<file path="src/rtl/i2c_pkg.sv">
// Shared I2C slave definitions: transmit sequencer states and byte width.
package i2c_pkg;

  typedef enum logic [1:0] {
    IDLE     = 2'd0,
    SHIFT    = 2'd1,
    ACK_WAIT = 2'd2,
    ACK_HOLD = 2'd3
  } tx_state_t;

  localparam int BITS_PER_BYTE = 8;

endpackage

</file>
<file path="src/rtl/i2c_tx_sequencer_flex_counter.sv">
// Generic up-counter with synchronous clear; wraps to zero after rollover_val.
module flex_counter #(
  parameter int NUM_CNT_BITS = 4
) (
  input  logic                    clk,
  input  logic                    n_rst,
  input  logic                    clear,
  input  logic                    count_enable,
  input  logic [NUM_CNT_BITS-1:0] rollover_val,
  output logic [NUM_CNT_BITS-1:0] count_out
);

  logic [NUM_CNT_BITS-1:0] count_q, count_d;

  // Next count: clear wins over enable; wrap back to zero after the rollover value.
  always_comb begin
    count_d = count_q;
    if (clear) begin
      count_d = '0;
    end else if (count_enable) begin
      count_d = (count_q == rollover_val) ? '0 : count_q + 1'b1;
    end
  end

  // Count register.
  always_ff @(posedge clk or negedge n_rst) begin
    if (!n_rst) begin
      count_q <= '0;
    end else begin
      count_q <= count_d;
    end
  end

  assign count_out = count_q;

endmodule

</file>
<file path="src/rtl/i2c_tx_sequencer.sv">
// Slave-side I2C transmit sequencer: shifts a byte out MSB-first on SCL falling
// edges, releases SDA for the 9th clock and reports the master's ACK/NACK.
module i2c_tx_sequencer
  import i2c_pkg::*;
#(
  parameter int BITS = BITS_PER_BYTE
) (
  input  logic            clk,
  input  logic            n_rst,
  input  logic            scl_rising,
  input  logic            scl_falling,
  input  logic            start_found,
  input  logic            stop_found,
  input  logic            tx_enable,
  input  logic            sda_in,
  input  logic [BITS-1:0] tx_data,
  output logic            sda_out,
  output logic            data_request,
  output logic            byte_sent,
  output logic            master_ack,
  output logic            master_nack,
  output logic            busy
);

  localparam int CNT_W = $clog2(BITS) + 1;
  localparam logic [CNT_W-1:0] LAST_BIT = CNT_W'(BITS - 1);

  tx_state_t       state_q, state_d;
  logic [BITS-1:0] shift_q, shift_d;
  logic            sda_q, sda_d;
  logic            req_q, req_d;
  logic            sent_q, sent_d;
  logic            ack_q, ack_d;
  logic            nack_q, nack_d;
  logic            busy_q, busy_d;
  logic            load;
  logic [CNT_W-1:0] bit_cnt;

  // Coincident SCL edges are meaningless, so each edge only counts when alone.
  logic fall, rise, abort;
  assign fall  = scl_falling & ~scl_rising;
  assign rise  = scl_rising & ~scl_falling;
  assign abort = start_found | stop_found;

  flex_counter #(
    .NUM_CNT_BITS(CNT_W)
  ) u_bit_cnt (
    .clk         (clk),
    .n_rst       (n_rst),
    .clear       (abort | load),
    .count_enable(fall & (state_q == SHIFT) & ~abort),
    .rollover_val(LAST_BIT),
    .count_out   (bit_cnt)
  );

  // Next-state, shift and pulse decode; bus conditions override every SCL edge.
  always_comb begin
    state_d = state_q;
    shift_d = shift_q;
    sda_d   = sda_q;
    req_d   = 1'b0;
    sent_d  = 1'b0;
    ack_d   = 1'b0;
    nack_d  = 1'b0;
    load    = 1'b0;
    if (abort) begin
      state_d = IDLE;
      sda_d   = 1'b1;
    end else begin
      case (state_q)
        IDLE: begin
          sda_d = 1'b1;
          if (fall && tx_enable) begin
            load    = 1'b1;
            shift_d = tx_data;
            sda_d   = tx_data[BITS-1];
            state_d = SHIFT;
          end
        end
        SHIFT: begin
          if (fall) begin
            if (bit_cnt == LAST_BIT) begin
              sda_d   = 1'b1;
              sent_d  = 1'b1;
              req_d   = 1'b1;
              state_d = ACK_WAIT;
            end else begin
              // Rotate rather than shift so every register bit stays in use.
              shift_d = {shift_q[BITS-2:0], shift_q[BITS-1]};
              sda_d   = shift_q[BITS-2];
            end
          end
        end
        ACK_WAIT: begin
          if (rise) begin
            if (sda_in) begin
              nack_d  = 1'b1;
              state_d = IDLE;
            end else begin
              ack_d   = 1'b1;
              state_d = ACK_HOLD;
            end
          end
        end
        ACK_HOLD: begin
          if (fall) begin
            load    = 1'b1;
            shift_d = tx_data;
            sda_d   = tx_data[BITS-1];
            state_d = SHIFT;
          end
        end
        default: begin
          state_d = IDLE;
          sda_d   = 1'b1;
        end
      endcase
    end
    busy_d = (state_d != IDLE);
  end

  // State and registered outputs; reset releases SDA immediately.
  always_ff @(posedge clk or negedge n_rst) begin
    if (!n_rst) begin
      state_q <= IDLE;
      shift_q <= '0;
      sda_q   <= 1'b1;
      req_q   <= 1'b0;
      sent_q  <= 1'b0;
      ack_q   <= 1'b0;
      nack_q  <= 1'b0;
      busy_q  <= 1'b0;
    end else begin
      state_q <= state_d;
      shift_q <= shift_d;
      sda_q   <= sda_d;
      req_q   <= req_d;
      sent_q  <= sent_d;
      ack_q   <= ack_d;
      nack_q  <= nack_d;
      busy_q  <= busy_d;
    end
  end

  assign sda_out      = sda_q;
  assign data_request = req_q;
  assign byte_sent    = sent_q;
  assign master_ack   = ack_q;
  assign master_nack  = nack_q;
  assign busy         = busy_q;

endmodule

</file>
<file path="config.mk">
export PLATFORM = sky130hd
export DESIGN_NAME = i2c_tx_sequencer
export DESIGN_NICKNAME = d
export VERILOG_FILES = /design/src/rtl/i2c_pkg.sv /design/src/rtl/i2c_tx_sequencer_flex_counter.sv /design/src/rtl/i2c_tx_sequencer.sv
export SDC_FILE = /design/constraint.sdc
export NUM_CORES = 1
export LEC_CHECK = 0
export ABC_CLOCK_PERIOD_IN_PS = 1900
export BUFFER_PORTS_ARGS = -buffer_cell sky130_fd_sc_hd__buf_2
export CAP_MARGIN = 30
export CORE_MARGIN = 2
export CORE_UTILIZATION = 48
export DETAILED_ROUTE_END_ITERATION = 6
export GPL_TIMING_DRIVEN = 0
export PLACE_DENSITY = 0.72
export SYNTH_ARGS = -nofsm -noshare
export SYNTH_HDL_FRONTEND = slang
export SYNTH_SLANG_ARGS = --single-unit
</file>
<file path="constraint.sdc">
create_clock -name clk -period 1.9 [get_ports clk]
set_input_delay 0.19 -clock clk [delete_from_list [all_inputs] [get_ports clk]]
set_output_delay 0.19 -clock clk [all_outputs]
set_load 0.02 [all_outputs]
</file>
==> flow_summary.yaml <==
run_status:
  status: "completed"
detailed_routing:
  num_vias: 934
  wirelength_mm: 2.431
  wire_per_inst_um: 14.56
  drt-initial-drc-count: 21
  dr.pass1.iters: 4
  routed_via_density: 5.593
  detail-route-antenna-nets: 0
  drc: 0
logic_synthesis:
  ys_types: 36
  synthMuxAreaShare_pct: 17.62
  ys_ff_latch: 19
  synth_edf_count: 0
  ys_seq_area_share_pct: 41.96
  ys_warn_count: 0
  synth_compound_area_share_pct: 14.98
  synth_area_um2: 1136
  synthSimpleGateAreaFrac_pct: 13.77
  synth_fp_nets: 126
  synthAdderAreaFrac_pct: 6.608
  synth_xor_area_share_pct: 0.7709
  postSynth.asyncResetShare_pct: 100.0
  synth_flop_cell: "dfrtp_1"
  synth_top_family_by_area: "multiplexers"
  avgSynthCellArea_um2: 10.92
  synth_cells: 104
job:
  max_cap_viol_count: 0
timing:
  slew_headroom_pct: 66.00
  max_freq_mhz: 531.7
  period_minus_slack_ns: 1.881
  rsz0062_at_grt: "yes"
  hold_viol_final: 0
  setup_violations: 0
  fin_skew_ns: 0.001020
  tightestPinTransition_ns: 0.5057
  holdWs_ns: 0.07124
  slew_violations: 0
  setup_ws_ns: 0.01940
  min_period_over_period_pct: 98.98
cells_and_area:
  drive_above_1_share_pct: 51.08
  final_util_pct: 65.66
  nNetsFinal: 162
  fin_cells: 167
  antenna_cells: 0
  syn2layout_area_growth_pct: 29.08
critical_path:
  worstSetupStartpoint: "u_bit_cnt.count_out[0]"
  critPathSlowestCell: "dfrtp_1"
  reg2regPathDepth: 6
  max_stage_delay_ns: 0.42
  ff2ff_setup_slack_ns: 0.02
  rr_startpoint: "u_bit_cnt.count_out[0]"
  setup.worst_path.class: "flip-flop to flip-flop"
  worst_setup_path_end_kind: "flip-flop"
  cp_max_fo: 6
  path_depth: 6
  crit_end: "shift_q[4]"
  critPathArrivalTime_ns: 2.08
  crit_path_cell_trace: "ha_2 > nand3b_1 > nand2_4 > a2111oi_4 > buf_6 > mux2_4"
  path_buf_inv: 1
  cp-start-kind: "flip-flop"
  worstPathRequired_ns: 2.10
  r2r-end: "shift_q[4]"
  cp_top_family: "flip-flops"
grt:
  track_usage_pct: 20.01
  grt_max_degree: 20
  first_global_vias: 914
  antenna_found_initial: 0
  grt_pass1_wl_mm: 3.912
  grt-ovfl-total: 0
floorplan:
  floorplan.rows: 17
  die_h_um: 52.65
  core_area_um2: 2233
  die_w_um: 52.65
  ios: 22
  initial_utilization_pct: 50.87
  die_area_um2: 2772
place:
  gp_congestion: 0.8071
  place_inst: 153
  io_buffers: 21
  dp_slack_ns: -0.2522
  hpwl_mm: 1.571
clock_network:
  cts_buffers: 3
  insertion_delay_ns: 0.31
  cts.sinks: 19
  cts_tree: "built"
  clock_path_buffers: 2
  clkTransAtPathRegs_ns: 0.11
  htreeDepth: 1
  cts-root-buf: "clkbuf_4"
power_and_ir_drop:
  clockPowerShare_pct: 22.2
  power_density_nw_per_um2: 647.6
  leakagePower_nw: 0.6517
  pwr-share-comb_pct: 24.7
  power_frac_seq_pct: 53.1
  power_switching_uw: 260.4
  switching_share_pct: 27.42
  p_int_uw: 689.3
  irDropWorstVdd_mv: 0.6040
min_path:
  min_path_type: "input port to flip-flop"
## cells in the mapped netlist, types with 2 or more instances
master    count  area, um^2
dfrtp_1      18       450.4
or2_2         2       12.51
o22ai_1       2       12.51
nand3b_1      2       15.01
nand2_1       2       7.510
mux2i_1       2       20.02
nand3_1       4       20.02
o21ai_0       3       15.01
nor3_1        3       15.01
buf_4         2       15.01
a21oi_1       5       25.02
a211oi_1      2       15.01
inv_1         5       18.77
ha_1          6       75.07
mux2_2       16       180.2
nor2_1       10       37.54
## registers in the layout, summed over array words and instances, names as in the netlist
| signal | flops |
|---|---|
| busy | 1 |
| state_q | 2 |
| master_nack | 1 |
| byte_sent | 1 |
| master_ack | 1 |
| sda_out | 1 |
| shift_q | 8 |
| u_bit_cnt.count_out | 4 |
## cells by family after synthesis
kind of cell	Yosys count
buffers and inverters	9
adder cells (fa/ha/maj)	6
XOR/XNOR	1
AO/OA/AOI/OAI	22
AND/OR/NAND/NOR	29
multiplexers	18
flip-flops	19
## worst register-to-register path, cell delays in order, from the launching register on
cell and delay, ns:
dfrtp_1 0.42, ha_2 0.21, nand3b_1 0.17, nand2_4 0.08, a2111oi_4 0.39, buf_6 0.20, mux2_4 0.31
## what timing repair did
item / CTS / global route
hold endpoints to repair: 18 / 0
setup endpoints to repair: 10 / 10
pin swaps: 2 / 3
buffers inserted: 6 / 3
resized for setup: 12 / 12
hold buffers: 1 / 0
## stage by stage
stage	power (mW)	instance area, um^2	setup TNS (ns)
2_1_floorplan	0.6269	1136	0
3_3_place_gp	0.6746	1276	-1.813
3_5_place_dp	0.6858	1276	-2.030
4_1_cts	0.9119	1404	0
5_1_grt	0.9978	1466	-0.4118
6_report	0.9497	1466	0
## cell usage in the layout (no fill, tap or decap), drive strengths merged, types with 3 or more instances in the layout
master,instances
nand2,3
ha,6
o21ai,4
a21oi,5
mux2,16
nor3,3
nand3,4
dfrtp,18
nor2,10
buf,33
clkbuf,4
inv,5
## cell type report
| type | count | area [um^2] |
|---|---|---|
| plain buffers | 4 | 31.28 |
| clock buffers | 3 | 22.52 |
| clock inverters | 1 | 5.005 |
| fillers | 178 | 767.0 |
| inverters | 5 | 21.27 |
| multi-input cells | 76 | 686.9 |
| flip-flops and latches | 19 | 478.0 |
| well taps | 28 | 35.03 |
| repair buffers | 31 | 186.4 |
## metal layers
layer  up-vias  GRT usage (%)  part of all wire (%)
met5         -              0                     0
met4         0          10.26                   3.1
met3        11          3.714                   4.1
met2        26          33.33                    49
met1       454          24.41                    43
li1        443              -                     -
## power groups by stage
stage                     sequential, mW  clock [mW]  combinational, mW
after floorplan                    0.499           0              0.128
after global placement             0.503           0              0.171
after detailed placement           0.508           0              0.178
after CTS                          0.501       0.217              0.193
after global routing               0.511       0.231              0.256
final                              0.504       0.210              0.235
## worst min-delay path by stage
stage | cells past startpoint | slack [ns] | to | start
2_1_floorplan | 0 | -0.11 | busy | n_rst
3_3_place_gp | 1 | 0.15 | u_bit_cnt.count_out[2] | n_rst
3_5_place_dp | 1 | 0.15 | u_bit_cnt.count_out[3] | n_rst
4_1_cts | 2 | 0.06 | master_ack | sda_in
5_1_grt | 2 | 0.07 | master_ack | sda_in
6_report | 2 | 0.07 | master_ack | sda_in
Note: power is estimated with default switching activity, not from simulation.
